File: src/rtl/dma_desc_arbiter_if.sv
// dma_desc_arbiter_if: requester, DMA engine, completion and status bundle for dma_desc_arbiter
interface dma_desc_arbiter_if #(
  parameter int NREQ       = 4,
  parameter int ADDR_WIDTH = 64
);
  logic [NREQ-1:0]            req_valid;
  logic [NREQ-1:0]            req_ready;
  logic [NREQ*ADDR_WIDTH-1:0] req_src_addr;
  logic [NREQ*ADDR_WIDTH-1:0] req_dst_addr;
  logic [NREQ*32-1:0]         req_bytes;
  logic [NREQ*2-1:0]          req_type;
  logic                       dma_desc_valid;
  logic                       dma_desc_ready;
  logic [ADDR_WIDTH-1:0]      dma_src_addr;
  logic [ADDR_WIDTH-1:0]      dma_dst_addr;
  logic [31:0]                dma_bytes;
  logic [1:0]                 dma_type;
  logic                       dma_xfer_done;
  logic                       dma_xfer_error;
  logic [NREQ-1:0]            cpl_valid;
  logic                       cpl_error;
  logic [2:0]                 grant_id;
  logic                       busy;
  logic [31:0]                xfer_count;
  logic [31:0]                err_count;
  modport master (
    input  req_valid, req_src_addr, req_dst_addr, req_bytes, req_type,
           dma_desc_ready, dma_xfer_done, dma_xfer_error,
    output req_ready, dma_desc_valid, dma_src_addr, dma_dst_addr, dma_bytes, dma_type,
           cpl_valid, cpl_error, grant_id, busy, xfer_count, err_count
  );
  modport slave (
    output req_valid, req_src_addr, req_dst_addr, req_bytes, req_type,
           dma_desc_ready, dma_xfer_done, dma_xfer_error,
    input  req_ready, dma_desc_valid, dma_src_addr, dma_dst_addr, dma_bytes, dma_type,
           cpl_valid, cpl_error, grant_id, busy, xfer_count, err_count
  );
endinterface

File: src/rtl/dma_desc_arbiter.sv
// dma_desc_arbiter: round-robin arbiter feeding one DMA engine, one transfer in flight.
// Define DMA_ARB_WATCHDOG_EN to abort ISSUE/WAIT with an error after TIMEOUT_CYC cycles.
module dma_desc_arbiter #(
  parameter int NREQ        = 4,
  parameter int ADDR_WIDTH  = 64,
  parameter int TIMEOUT_CYC = 4096
) (
  input logic                clk,
  input logic                rst,
  dma_desc_arbiter_if.master bus
);
  localparam int IW = $clog2(NREQ);
  typedef enum logic [1:0] {IDLE, ISSUE, WAIT, CPL} state_t;
  state_t          state;
  logic [IW-1:0]   rr_ptr, gnt, sel, idx;
  logic            found, wd_hit;
  logic [NREQ-1:0] gnt_oh;
  always_comb begin
    sel   = '0;
    found = 1'b0;
    idx   = '0;
    for (int i = NREQ - 1; i >= 0; i--) begin
      idx = IW'((int'(rr_ptr) + i) % NREQ);
      if (bus.req_valid[idx]) begin
        sel   = idx;
        found = 1'b1;
      end
    end
  end
  assign bus.req_ready = (state == IDLE && found) ? NREQ'(1) << sel : '0;
  assign bus.busy      = state != IDLE;
  assign bus.grant_id  = 3'(gnt);
  assign gnt_oh        = NREQ'(1) << gnt;
`ifdef DMA_ARB_WATCHDOG_EN
  logic [31:0] wd_cnt;
  assign wd_hit = (state == ISSUE || state == WAIT) && wd_cnt >= 32'(TIMEOUT_CYC - 1);
  always_ff @(posedge clk or posedge rst)
    if (rst) wd_cnt <= '0;
    else     wd_cnt <= (state == ISSUE || state == WAIT) ? wd_cnt + 32'd1 : '0;
`else
  logic [31:0] unused_timeout;
  assign unused_timeout = 32'(TIMEOUT_CYC);
  assign wd_hit = 1'b0;
`endif
  always_ff @(posedge clk or posedge rst)
    if (rst) begin
      state              <= IDLE;
      rr_ptr             <= '0;
      gnt                <= '0;
      bus.dma_desc_valid <= 1'b0;
      bus.dma_src_addr   <= '0;
      bus.dma_dst_addr   <= '0;
      bus.dma_bytes      <= '0;
      bus.dma_type       <= '0;
      bus.cpl_valid      <= '0;
      bus.cpl_error      <= 1'b0;
      bus.xfer_count     <= '0;
      bus.err_count      <= '0;
    end else begin
      bus.cpl_valid <= '0;
      case (state)
        IDLE: if (found) begin
          gnt              <= sel;
          bus.dma_src_addr <= bus.req_src_addr[sel*ADDR_WIDTH +: ADDR_WIDTH];
          bus.dma_dst_addr <= bus.req_dst_addr[sel*ADDR_WIDTH +: ADDR_WIDTH];
          bus.dma_bytes    <= bus.req_bytes[sel*32 +: 32];
          bus.dma_type     <= bus.req_type[sel*2 +: 2];
          bus.cpl_error    <= 1'b0;
          if (bus.req_bytes[sel*32 +: 32] == 32'd0) begin
            state         <= CPL;
            bus.cpl_valid <= NREQ'(1) << sel;
          end else begin
            state              <= ISSUE;
            bus.dma_desc_valid <= 1'b1;
          end
        end
        ISSUE: if (wd_hit) begin
          state              <= CPL;
          bus.dma_desc_valid <= 1'b0;
          bus.cpl_error      <= 1'b1;
          bus.cpl_valid      <= gnt_oh;
        end else if (bus.dma_desc_ready) begin
          state              <= WAIT;
          bus.dma_desc_valid <= 1'b0;
        end
        WAIT: if (bus.dma_xfer_done || bus.dma_xfer_error || wd_hit) begin
          state         <= CPL;
          bus.cpl_error <= bus.dma_xfer_error || (wd_hit && !bus.dma_xfer_done);
          bus.cpl_valid <= gnt_oh;
        end
        CPL: begin
          state         <= IDLE;
          rr_ptr        <= IW'((int'(gnt) + 1) % NREQ);
          bus.cpl_error <= 1'b0;
          if (bus.cpl_error) bus.err_count  <= bus.err_count + 32'(~&bus.err_count);
          else               bus.xfer_count <= bus.xfer_count + 32'(~&bus.xfer_count);
        end
        default: state <= IDLE;
      endcase
    end
endmodule

File: src/flat_wrapper.sv
// flat-port wrapper written by rule: the top's interface ports become plain ports
module dma_desc_arbiter_flat 
#(
  parameter int NREQ        = 4,
  parameter int ADDR_WIDTH  = 64,
  parameter int TIMEOUT_CYC = 4096
)
  (clk, rst, bus_req_valid, bus_req_src_addr, bus_req_dst_addr, bus_req_bytes, bus_req_type, bus_dma_desc_ready, bus_dma_xfer_done, bus_dma_xfer_error, bus_req_ready, bus_dma_desc_valid, bus_dma_src_addr, bus_dma_dst_addr, bus_dma_bytes, bus_dma_type, bus_cpl_valid, bus_cpl_error, bus_grant_id, bus_busy, bus_xfer_count, bus_err_count);
  dma_desc_arbiter_if #(.NREQ(NREQ), .ADDR_WIDTH(ADDR_WIDTH)) bus_i ();
  input logic clk;
  input logic rst;
  input wire logic [$bits(bus_i.req_valid)-1:0] bus_req_valid;
  input wire logic [$bits(bus_i.req_src_addr)-1:0] bus_req_src_addr;
  input wire logic [$bits(bus_i.req_dst_addr)-1:0] bus_req_dst_addr;
  input wire logic [$bits(bus_i.req_bytes)-1:0] bus_req_bytes;
  input wire logic [$bits(bus_i.req_type)-1:0] bus_req_type;
  input wire logic [$bits(bus_i.dma_desc_ready)-1:0] bus_dma_desc_ready;
  input wire logic [$bits(bus_i.dma_xfer_done)-1:0] bus_dma_xfer_done;
  input wire logic [$bits(bus_i.dma_xfer_error)-1:0] bus_dma_xfer_error;
  output wire logic [$bits(bus_i.req_ready)-1:0] bus_req_ready;
  output wire logic [$bits(bus_i.dma_desc_valid)-1:0] bus_dma_desc_valid;
  output wire logic [$bits(bus_i.dma_src_addr)-1:0] bus_dma_src_addr;
  output wire logic [$bits(bus_i.dma_dst_addr)-1:0] bus_dma_dst_addr;
  output wire logic [$bits(bus_i.dma_bytes)-1:0] bus_dma_bytes;
  output wire logic [$bits(bus_i.dma_type)-1:0] bus_dma_type;
  output wire logic [$bits(bus_i.cpl_valid)-1:0] bus_cpl_valid;
  output wire logic [$bits(bus_i.cpl_error)-1:0] bus_cpl_error;
  output wire logic [$bits(bus_i.grant_id)-1:0] bus_grant_id;
  output wire logic [$bits(bus_i.busy)-1:0] bus_busy;
  output wire logic [$bits(bus_i.xfer_count)-1:0] bus_xfer_count;
  output wire logic [$bits(bus_i.err_count)-1:0] bus_err_count;
  assign bus_i.req_valid = bus_req_valid;
  assign bus_i.req_src_addr = bus_req_src_addr;
  assign bus_i.req_dst_addr = bus_req_dst_addr;
  assign bus_i.req_bytes = bus_req_bytes;
  assign bus_i.req_type = bus_req_type;
  assign bus_i.dma_desc_ready = bus_dma_desc_ready;
  assign bus_i.dma_xfer_done = bus_dma_xfer_done;
  assign bus_i.dma_xfer_error = bus_dma_xfer_error;
  assign bus_req_ready = bus_i.req_ready;
  assign bus_dma_desc_valid = bus_i.dma_desc_valid;
  assign bus_dma_src_addr = bus_i.dma_src_addr;
  assign bus_dma_dst_addr = bus_i.dma_dst_addr;
  assign bus_dma_bytes = bus_i.dma_bytes;
  assign bus_dma_type = bus_i.dma_type;
  assign bus_cpl_valid = bus_i.cpl_valid;
  assign bus_cpl_error = bus_i.cpl_error;
  assign bus_grant_id = bus_i.grant_id;
  assign bus_busy = bus_i.busy;
  assign bus_xfer_count = bus_i.xfer_count;
  assign bus_err_count = bus_i.err_count;
  dma_desc_arbiter #(.NREQ(NREQ), .ADDR_WIDTH(ADDR_WIDTH), .TIMEOUT_CYC(TIMEOUT_CYC)) u_core (.clk(clk), .rst(rst), .bus(bus_i));
endmodule
File: config.mk
export PLATFORM = sky130hd
export DESIGN_NAME = dma_desc_arbiter_flat
export DESIGN_NICKNAME = d
export VERILOG_FILES = /design/src/rtl/dma_desc_arbiter_if.sv /design/src/rtl/dma_desc_arbiter.sv /design/src/flat_wrapper.sv
export SDC_FILE = /design/constraint.sdc
export NUM_CORES = 1
export LEC_CHECK = 0
export ABC_AREA = 1
export BUFFER_PORTS_ARGS = -buffer_cell sky130_fd_sc_hd__buf_2
export CELL_PAD_IN_SITES_DETAIL_PLACEMENT = 1
export CELL_PAD_IN_SITES_GLOBAL_PLACEMENT = 1
export CORE_AREA = 2 2 351 353
export CTS_BUF_LIST = sky130_fd_sc_hd__clkbuf_4 sky130_fd_sc_hd__clkbuf_8 sky130_fd_sc_hd__clkbuf_16
export DETAILED_ROUTE_END_ITERATION = 12
export DIE_AREA = 0 0 353 355
export HOLD_SLACK_MARGIN = 0.06
export PLACE_DENSITY = 0.36
export SLEW_MARGIN = 10
export SYNTH_ARGS = -nofsm -noshare
export SYNTH_HDL_FRONTEND = slang
export SYNTH_SLANG_ARGS = --single-unit
File: constraint.sdc
create_clock -name clk -period 6.95 [get_ports clk]
set_input_delay 0.695 -clock clk [delete_from_list [all_inputs] [get_ports clk]]
set_output_delay 0.695 -clock clk [all_outputs]
set_load 0.1 [all_outputs]
======== Word level (Yosys, flattened, before mapping) ========
Cells that the tools add are included.
cells by class
  $add $sub $neg .......................... 6
  $lt $le $gt $ge ......................... 4
  eq/ne operators ......................... 7
  shift-type cells ........................ 6
  muxes and demuxes ....................... 33
  bitwise operators ....................... 2
  reductions and logical operators ........ 16
operators with widths
  kind                                                                      count
  256-bit by 9-bit variable part select with 64-bit output                  2
  128-bit by 8-bit variable part select with 32-bit output                  1
  32-bit by 1-bit adder with 32-bit output                                  2
  32-bit AND reduction                                                      2
  32-bit zero test                                                          1
  2-bit 2-to-1 mux                                                          8
  4-bit 2-to-1 mux                                                          4
  1-bit 2-to-1 mux                                                          13
  2-bit by 3-bit < comparator with 1-bit output (second input constant)     4
  1-bit binary-select mux with 2-bit select                                 4
  2-bit one-hot mux with 4 select lines                                     1
  4-bit one-hot mux with 2 select lines                                     1
  8-bit by 4-bit variable part select with 2-bit output                     1
  1-bit by 2-bit left shift with 4-bit output (first input constant)        2
  2-bit AND reduction                                                       3
  3-bit AND reduction                                                       2
  2-bit by 1-bit adder with 2-bit output (second input constant)            2
  2-bit adder (second input constant)                                       2
  2-bit == test (second input constant)                                     2
  2-bit by 1-bit inequality test with 1-bit output (second input constant)  2
  2-bit inequality test (second input constant)                             2
  4-bit AND reduction                                                       1
  2-bit nonzero test                                                        2
  1-bit one-hot mux with 3 select lines                                     1
  7 further kinds                                                           9
word-level totals
  register bits after elaboration ......... 238
  output and inout bits ................... 240

======== Logic depth before layout (Yosys ltp) ========
  depth in word-level cells ............... 12
  depth in mapped cells ................... 23

======== Worst setup path before layout ========
Ideal clock, no wire load.
  path type ............................... register to output
  from .................................... register u_core.state[0]
  to ...................................... output bus_req_ready[0]
  arrival ................................. 3.831 ns
  data required time ...................... 6.255 ns
  slack ................................... 2.424 ns
  cell stages (with the launch flop) ...... 8
  buffers on the path ..................... 1
  path through ............................ dfrtp_1 -> inv_1 -> ha_1 -> inv_1 -> nor2_1 -> inv_1 -> buf_2 -> nor3_1
between the ends
  cells in the longest elaborated chain, start to end .. 3
RTL lines
  what                    line                    source
  from (decl)             dma_desc_arbiter.sv:14  state_t state;
  from (signal assigned)  dma_desc_arbiter.sv:47  state <= IDLE;
  from (signal assigned)  dma_desc_arbiter.sv:70  state <= CPL;
  from (signal assigned)  dma_desc_arbiter.sv:73  state <= ISSUE;
  2-bit zero test         dma_desc_arbiter.sv:30  assign bus.req_ready = (state == IDLE && found) ? NREQ'(1) << sel : '0;
  1-bit logical AND       dma_desc_arbiter.sv:30
  4-bit 2-to-1 mux        dma_desc_arbiter.sv:30
  to (decl)               flat_wrapper.sv:20      output wire logic [$bits(bus_i.req_ready)-1:0] bus_req_ready;
No other way between the ends.

======== Final worst setup path ========
  from .................................... register u_core.rr_ptr[0]
  to ...................................... output bus_req_ready[3]
between the ends
  cells in the longest elaborated chain, start to end .. 9
  elaborated cells on any way between the ends .. 22
RTL lines
  what                                                                                     line                    source
  from (decl)                                                                              dma_desc_arbiter.sv:15  logic [IW-1:0] rr_ptr, gnt, sel, idx;
  from (signal assigned)                                                                   dma_desc_arbiter.sv:93  rr_ptr <= IW'((int'(gnt) + 1) % NREQ);
  2-bit adder                                                                              dma_desc_arbiter.sv:23  idx = IW'((int'(rr_ptr) + i) % NREQ);
  1-bit binary-select mux with 2-bit select                                                dma_desc_arbiter.sv:24  if (bus.req_valid[idx]) begin
  1-bit 2-to-1 mux (not written as such)                                                   dma_desc_arbiter.sv:24
  2-bit 2-to-1 mux / 1-bit 2-to-1 mux (equally long branches) (4 in a row)                 dma_desc_arbiter.sv:24
  1-bit by 2-bit left shift with 4-bit output / 1-bit logical AND (equally long branches)  dma_desc_arbiter.sv:30
  4-bit 2-to-1 mux (*)                                                                     dma_desc_arbiter.sv:30
Mark *: on every way between the ends. The rest lies on a longest branch, timed or not. The select of a mux whose other input is x is not followed.

==> results.ini <==
[floorplan]
die_w_um=353
die_area_sq_um=125000
io_pins=897
fp-row-count=128
core_sq_um=121000
dieHeight_um=355
start_util_pct=11.3

[routing]
routedWlPerCell_um=21.9
vias_per_cell=3.78
drtAntennaViolNets=0
routed_wl_um=95800
drc=0
drt-initial-drc-count=711
firstDrtPassIters=4
vias=16556

[clock_network]
numCtsBuffers=37
ctsResizeCount=0
cts_tree=done
ctsRootBufferMaster=clkbuf_16
cts.sinks=238
postCtsSetupBuffers=0
path_clk_slew_ns=0.06
clk_path_buf_depth=3
h-tree-depth=2
hold_buffers=0
clk_latency_ns=0.57

[yosys]
ys.flop_type=dfrtp_1
yosys-top-cells-area=dfrtp_1 43%, nand2_1 23%, a22oi_1 5.2%
ys_ff_latch=238
syn_inst=1873
synth_top_area_share_pct=43.4
yosysWarnings=0
synth_edf_count=0
syn_area_sq_um=13700
synth_fp_nets=2542
async_reset_ff_share_pct=100
yosysTopAreaCell=dfrtp_1
ys_seq_area_share_pct=43.4
synth.avg_cell_area_sq_um=7.32
synth.distinct_cells=39

[final_layout]
syn_to_final_growth_pct=55.3
layout-drive-gt1-share_pct=36.9
final_util_pct=17.5
fill_cells=14958
seqCellArea_sq_um=5960
multi_input_area_sq_um=7010
nets=3377

[sta]
period_share_pct=65.3
setup_slack_ns=2.41
worst_hold_slack_ns=0.310
rsz0062_at_grt=no
hold_viol=0
timing.fmax_mhz=220
tns_ns=0
relSlewSlack_pct=32.3
setup_viol=0
slew_viol_final=0
finalWorstPathRequiredPeriod_ns=4.54
fin_worst_skew_ns=0.0238
tightest_slew_ns=1.02

[min_path]
min-delay-path-class=in -> async

[power_and_ir_drop]
powerDensity_nw_per_um2=673
peakVddDrop_mv=0.366
p_leak_uw=0.0108

[global_route]
gr-usage-all-layers_pct=14.7
grt_max_degree=114
grt_pass1_wl_um=133000
antenna_found_initial=66
grt_overflow=0
grt_pass1_vias=17775

[setup_path]
crit_start=u_core.rr_ptr[0]$_DFFE_PP0N_
rr_startpoint=u_core.rr_ptr[0]$_DFFE_PP0N_
endpoint_kind=output pin
worstPathArrival_ns=3.84
cp-start-kind=flop
crit_path_max_fanout=63
crit_type=reg -> out
cp_data_required_time_ns=6.25

[placed_design]
numPortBuffers=895
place_hpwl_um=75900
place_congestion=0.800
dpl_worst_slack_ns=2.26

[run_status]
outcome=completed

[flow_run]
max_cap_violations=0

synth_stat cells, types with 2 or more instances:
library cell and number:
nand3_1 86, buf_2 45, buf_4 2, inv_2 8, xnor2_1 14, nand2_2 3, a31oi_1 35, o21ai_0 41
nor3_1 17, a41oi_1 25, or4_1 3, a22oi_1 95, a21oi_1 3, nor4_1 4, nand3_2 5, xor2_1 45
nand2_1 822, clkbuf_1 59, dfrtp_1 238, inv_1 60, ha_1 12, nor2_2 7, nand4_1 95, buf_1 7
nor2_1 128
path summary, 6_finish.rpt:
path	end	slack, ns	cells after the start
worst min-delay path	u_core.bus.err_count[5]$_DFFE_PP0P_	0.31	2
worst max-delay path	bus_req_ready[3]	2.41	12
worst min register to register	u_core.bus.dma_dst_addr[16]$_DFFE_PP0P_	0.46	2
worst max register to register	u_core.bus.dma_src_addr[47]$_DFFE_PP0P_	2.56	13
max in group asynchronous	u_core.bus.dma_src_addr[46]$_DFFE_PP0P_	5.41	3
min in group clk	u_core.bus.dma_src_addr[27]$_DFFE_PP0P_	0.41	3
cell families (layout without fill, tap and decap cells):
kind of cell	Yosys count	count (layout)	share of synthesized area [%]
xor+xnor	59	59	3.77
other cells	1	22	0.0274
simple gates	1179	1179	35.9
buf+inv	183	1044	5.55
fa+ha+maj	12	12	1.10
flops	238	238	43.4
compound gates	201	201	10.2
per-layer routing:
metal | vias up | part of all wire, % | global-route usage [%]
li1 | 7908 | - | -
met1 | 7893 | 41 | 17.7
met2 | 585 | 49 | 25.3
met3 | 140 | 6.5 | 4.08
met4 | 30 | 2.6 | 4.53
met5 | - | 0.20 | 0
flip-flops by register name (all words and copies together) (netlist names), 4 cells and up:
| signal | count |
|---|---|
| u_core.bus.xfer_count | 32 |
| u_core.bus.dma_src_addr | 64 |
| u_core.bus.dma_bytes | 32 |
| u_core.bus.cpl_valid | 4 |
| u_core.bus.dma_dst_addr | 64 |
| u_core.bus.err_count | 32 |
layout make-up:
cell class	count	share of cell area, %
Timing Repair Buffer	910	21.9
Tap cell	1625	9.55
Multi-Input combinational cell	1452	32.9
Inverter	69	1.32
Clock buffer	57	5.37
Clock inverter	8	0.746
Sequential cell	238	28.0
Antenna cell	21	0.247
stage by stage:
stage	area [sq um]	power (uW)	cells
floorplan	13700	9530	1873
global placement	19900	12600	4294
detailed placement	19900	12500	4294
CTS	21200	14700	4359
global route	21300	15400	4377
finish	21300	14300	4380
placed cells by master, fill, tap and decap left out, types with 6 or more instances in the layout:
| master | count |
|---|---|
| a41oi_1 | 25 |
| buf_4 | 10 |
| xnor2_1 | 14 |
| nand2_1 | 822 |
| nand3_1 | 86 |
| a31oi_1 | 35 |
| clkbuf_8 | 8 |
| clkbuf_16 | 38 |
| inv_1 | 58 |
| nor3_1 | 17 |
| nor2_1 | 127 |
| a22oi_1 | 95 |
| nand4_1 | 95 |
| ha_1 | 12 |
| o21ai_0 | 41 |
| diode_2 | 21 |
| buf_2 | 895 |
| clkbuf_4 | 11 |
| inv_2 | 6 |
| xor2_1 | 45 |
| dfrtp_1 | 238 |
critical path, cell delays in order, from the launching register on:
cell and delay (ns):
dfrtp_1 0.51, inv_4 0.13, nand2_1 0.08, nand2_1 0.09, nand3_2 0.09, nand3_2 0.10
nand3_2 0.26, nand2_4 0.66, nand2_1 0.24, inv_6 0.32, nand2_1 0.09, inv_1 0.15
buf_2 0.45
power by group:
part | switching, uW | internal, uW | total (uW)
clock network | 783 | 1280 | 2060
registers | 334 | 1930 | 2260
logic | 8070 | 1940 | 10000
Note: power is estimated with default switching activity, not from simulation.
